--- config.mk ---
export PLATFORM = sky130hd
export DESIGN_NAME = alu_seq_arb
export DESIGN_NICKNAME = d
export VERILOG_FILES = /design/src/rtl/alu_seq_arb.sv
export SDC_FILE = /design/constraint.sdc
export NUM_CORES = 1
export LEC_CHECK = 0
export BUFFER_PORTS_ARGS = -buffer_cell sky130_fd_sc_hd__buf_4
export CORE_AREA = 2 2 123 125
export DETAILED_ROUTE_END_ITERATION = 8
export DIE_AREA = 0 0 125 127
export PLACE_DENSITY = 0.65
export SLEW_MARGIN = 15
export SYNTH_ARGS = -nofsm -noshare
export SYNTH_HDL_FRONTEND = slang
export SYNTH_SLANG_ARGS = --single-unit
export TNS_END_PERCENT = 1
--- constraint.sdc ---
create_clock -name clk -period 4.5 [get_ports clk]
set_input_delay 0.675 -clock clk [delete_from_list [all_inputs] [get_ports clk]]
set_output_delay 0.675 -clock clk [all_outputs]
set_load 0.01 [all_outputs]
--- src/rtl/alu_seq_arb.sv ---
// alu_seq_arb: two-requester sequencer sharing one clocked ALU; define ALU_SEQ_FIXED_PRIO_EN for fixed priority (req0 wins) instead of round-robin
module alu_seq_arb #(
  parameter int WIDTH = 32,
  parameter int OPW = 5,
  parameter int LATENCY = 1
) (
  input  logic             clk,
  input  logic             rst_n,
  input  logic             req0_valid,
  input  logic             req1_valid,
  output logic             req0_ready,
  output logic             req1_ready,
  input  logic [OPW-1:0]   req0_opcode,
  input  logic [OPW-1:0]   req1_opcode,
  input  logic [WIDTH-1:0] req0_a,
  input  logic [WIDTH-1:0] req0_b,
  input  logic [WIDTH-1:0] req1_a,
  input  logic [WIDTH-1:0] req1_b,
  output logic             resp0_valid,
  output logic             resp1_valid,
  input  logic             resp0_ready,
  input  logic             resp1_ready,
  output logic [WIDTH-1:0] resp0_data,
  output logic [WIDTH-1:0] resp1_data,
  output logic             alu_enable,
  output logic [OPW-1:0]   alu_opcode,
  output logic [WIDTH-1:0] alu_a,
  output logic [WIDTH-1:0] alu_b,
  input  logic [WIDTH-1:0] alu_out,
  output logic             busy,
  output logic             grant_id
);
  typedef enum logic [1:0] {IDLE, ISSUE, WAIT, RESP} state_t;
  localparam logic [3:0] CNT_INIT = 4'(LATENCY - 1);
  state_t state;
  logic [3:0] cnt;
  logic [WIDTH-1:0] result;
  logic sel;
  logic idle_ok;
`ifdef ALU_SEQ_FIXED_PRIO_EN
  assign sel = !req0_valid;
`else
  logic last;
  assign sel = (req0_valid && req1_valid) ? !last : req1_valid;
`endif
  assign idle_ok = rst_n && (state == IDLE);
  assign req0_ready = idle_ok && req0_valid && !sel;
  assign req1_ready = idle_ok && req1_valid && sel;
  assign resp0_data = result;
  assign resp1_data = result;
  // grant, issue for one cycle, count out the ALU latency, then hold the response until taken
  always_ff @(posedge clk) begin
    if (!rst_n) begin
      state <= IDLE;
`ifndef ALU_SEQ_FIXED_PRIO_EN
      last <= 1'b1;
`endif
      cnt <= '0;
      result <= '0;
      alu_enable <= 1'b0;
      alu_opcode <= '0;
      alu_a <= '0;
      alu_b <= '0;
      resp0_valid <= 1'b0;
      resp1_valid <= 1'b0;
      busy <= 1'b0;
      grant_id <= 1'b0;
    end else begin
      alu_enable <= 1'b0;
      case (state)
        IDLE: if (req0_valid || req1_valid) begin
          state <= ISSUE;
          grant_id <= sel;
`ifndef ALU_SEQ_FIXED_PRIO_EN
          last <= sel;
`endif
          busy <= 1'b1;
          alu_enable <= 1'b1;
          alu_opcode <= sel ? req1_opcode : req0_opcode;
          alu_a <= sel ? req1_a : req0_a;
          alu_b <= sel ? req1_b : req0_b;
        end
        ISSUE: begin
          state <= WAIT;
          cnt <= CNT_INIT;
        end
        WAIT: if (cnt == 4'd0) begin
          state <= RESP;
          result <= alu_out;
          resp0_valid <= !grant_id;
          resp1_valid <= grant_id;
        end else begin
          cnt <= cnt - 4'd1;
        end
        RESP: if (grant_id ? resp1_ready : resp0_ready) begin
          state <= IDLE;
          resp0_valid <= 1'b0;
          resp1_valid <= 1'b0;
          busy <= 1'b0;
          grant_id <= 1'b0;
        end
        default: state <= IDLE;
      endcase
    end
  end
endmodule

==> results.yml <==
synthesis:
  syn_inst: 553
  avgSynthCellArea_sq_um: 9.650
  async_flop_share_pct: 0
  synth-seq-area-share_pct: 42.39
  synthTopCellsByCount: "dfxtp_1 (113), nor2_1 (75), mux2i_1 (72)"
  syn-cell-area_sq_um: 5336
  synth_ff_type: "dfxtp_1"
  synth_top_area_cell: "dfxtp_1"
  ys_seq_elements: 113
  syn-num-nets: 736
  synth.area.top_cells: "dfxtp_1 (42%), mux2i_1 (14%), a211oi_2 (8.9%)"
  yosysMostFrequentCell: "dfxtp_1"
  yosysWarnings: 0
  synth_top_area_share_pct: 42.39
  synth.distinct_cells: 34
  synth_edf_count: 0
job:
  cap_violations: 0
sta:
  max_slew_margin_pct: 30.26
  clock.fmax_mhz: 443.6
  setup_viol: 0
  worst_pin_slew_ns: 1.046
  slew_violations: 0
  setup_tns_ns: 0
  skew_ns: 0.009206
  period_needed_ns: 2.254
  hold_viol: 0
  rsz0062_at_grt: "no"
  period_share_pct: 50.10
critical_path:
  cpMaxStageDelayCell: "ha_1"
  crit_start: "state[0]$_SDFFE_PN0P_"
  r2r_start: "state[0]$_SDFFE_PN0P_"
  critical_path_class: "reg2out"
  startpoint_type: "flop"
  cp_slowest_stage_delay_ns: 0.37
  required_ns: 3.83
  worstPathMaxFanout: 8
  end_kind: "output port"
  cp_cell_sequence: "inv_1, ha_1, nand3_1, nor2_1, buf_4"
  cp_data_arrival_time_ns: 1.58
cts:
  hold_buffers: 0
  post_cts_buffers: 0
  h-tree-depth: 4
  clk-insertion-delay-late_ns: 0.40
  root_buffer: "clkbuf_16"
  cts_buffer_depth: 2
  tritoncts: "yes"
  cts-buffers-inserted: 17
  clk_pin_slew_ns: 0.05
  cts_resized: 0
  clkSinkCount: 113
pwr:
  p_leak_nw: 3.615
  power_mw: 4.711
  powerDensity_nw_per_um2: 591.7
  ir_drop_v: 0.0003609
route:
  drtAntennaViolNets: 0
  routed_wl_mm: 15.39
  wl_per_cell_um: 15.20
  drc: 0
  vias: 4812
  dr.pass1.iters: 4
  drt_iter0_markers: 166
  viasPerCell: 4.755
die:
  core_sq_um: 14420
  chipWidth_um: 125
  start_util_pct: 37.00
  fp.dieArea_sq_um: 15880
  dieHeight_um: 127
  row_count: 44
  top_level_ports: 316
place:
  dp_hpwl_mm: 11.25
  place_congestion: 0.8430
  io_buffers: 315
hold_path:
  min_from: "resp0_data[1]$_SDFFE_PN0P_"
  min_path_type: "reg2reg"
grt:
  grt_pass1_vias: 4748
  grt_pass1_wl_mm: 24.01
  grt_overflow: 0
  grt_max_degree: 130
  antenna_found_initial: 0
  track_usage_pct: 18.62
cells_and_area:
  final_nets: 1000
  drive_gt1_share_pct: 47.46
  synthToLayoutAreaGrowth_pct: 49.19
  n_antenna_cell: 0
run_status:
  outcome: "complete, no violations"
-- flip-flops by register name, summed over array words and instances, names as in the netlist --
signal       count
alu_a           32
alu_b           32
resp0_data      32
alu_opcode       5
cnt              4
state            2
alu_enable       1
busy             1
grant_id         1
last             1
resp0_valid      1
resp1_valid      1
-- kinds of logic after synthesis --
logic type | count (synthesis) | share of synthesized area [%]
AO/OA/AOI/OAI | 120 | 18.85
adder cells (fa/ha/maj) | 7 | 1.641
buffers and inverters | 81 | 11.35
flip-flops | 113 | 42.39
multiplexers | 72 | 13.51
AND/OR/NAND/NOR | 160 | 12.26
-- layer usage --
metal  track usage (%)  up-vias  wire length, um
li1                  -     2418                -
met1             21.94     2185             6481
met2             33.63      189             7729
met3             4.313       20              919
met4             5.882        0              257
met5                 0        -                0
-- metrics by stage --
step                      std cells  setup WS [ns]  cell area, sq um  util (%)  hold WS (ns)
final                          1012          2.246              7961     55.20        0.4745
after CTS                      1012          2.220              7961     55.20        0.4737
after global placement          982          2.096              7408     51.36        0.4607
after global routing           1012          2.097              7961     55.20        0.4921
after detailed placement        982          2.011              7408     51.36        0.4668
after floorplan                 553          2.469              5336         -        0.4709
-- worst max-delay path: cells and delay by family (launching register included) --
family                     cells  cell delay [ns]
adders and majority gates      1             0.37
DFF                            1             0.32
and+or+nand+nor                2             0.22
buffers and inverters          2             0.27
-- placed cells by master, fill, tap and decap left out, types with 2 or more instances in the layout --
| cell | count |
|---|---|
| nand3_1 | 2 |
| ha_1 | 7 |
| a31o_2 | 2 |
| clkbuf_1 | 4 |
| and3_1 | 2 |
| clkbuf_16 | 17 |
| clkbuf_8 | 2 |
| a211oi_2 | 38 |
| a21oi_1 | 35 |
| a211oi_1 | 33 |
| and2_1 | 3 |
| o21ai_0 | 6 |
| bufinv_16 | 2 |
| nor2_1 | 75 |
| nor3_1 | 2 |
| clkinv_2 | 5 |
| nand2_1 | 68 |
| mux2i_1 | 72 |
| nor2b_1 | 3 |
| buf_4 | 319 |
| dfxtp_1 | 113 |
| inv_1 | 5 |
| nor4_1 | 2 |
-- layout make-up --
type                            instances  area [sq um]
Tap cell                              184         230.2
Inverter                                6         25.02
Timing Repair Buffer                  320          2415
Multi-Input combinational cell        359          2476
Clock buffer                           23         467.9
Clock inverter                          7         85.08
Fill cell                            1289          6462
Sequential cell                       113          2262
-- final timing paths --
path / to / slack (ns) / cells past startpoint
setup / recovery: req0_ready / 2.25 / 5
hold / removal: resp0_data[1]$_SDFFE_PN0P_ / 0.47 / 2
setup reg to reg: alu_b[21]$_SDFFE_PN0P_ / 2.30 / 6
hold reg to reg: resp0_data[1]$_SDFFE_PN0P_ / 0.47 / 2
-- power by group --
part           switching, mW  internal (mW)
clock network          0.428          0.831
logic                   1.05          0.912
registers              0.178           1.31
total                   1.65           3.06
No activity file was read; power rests on OpenSTA's default activity.
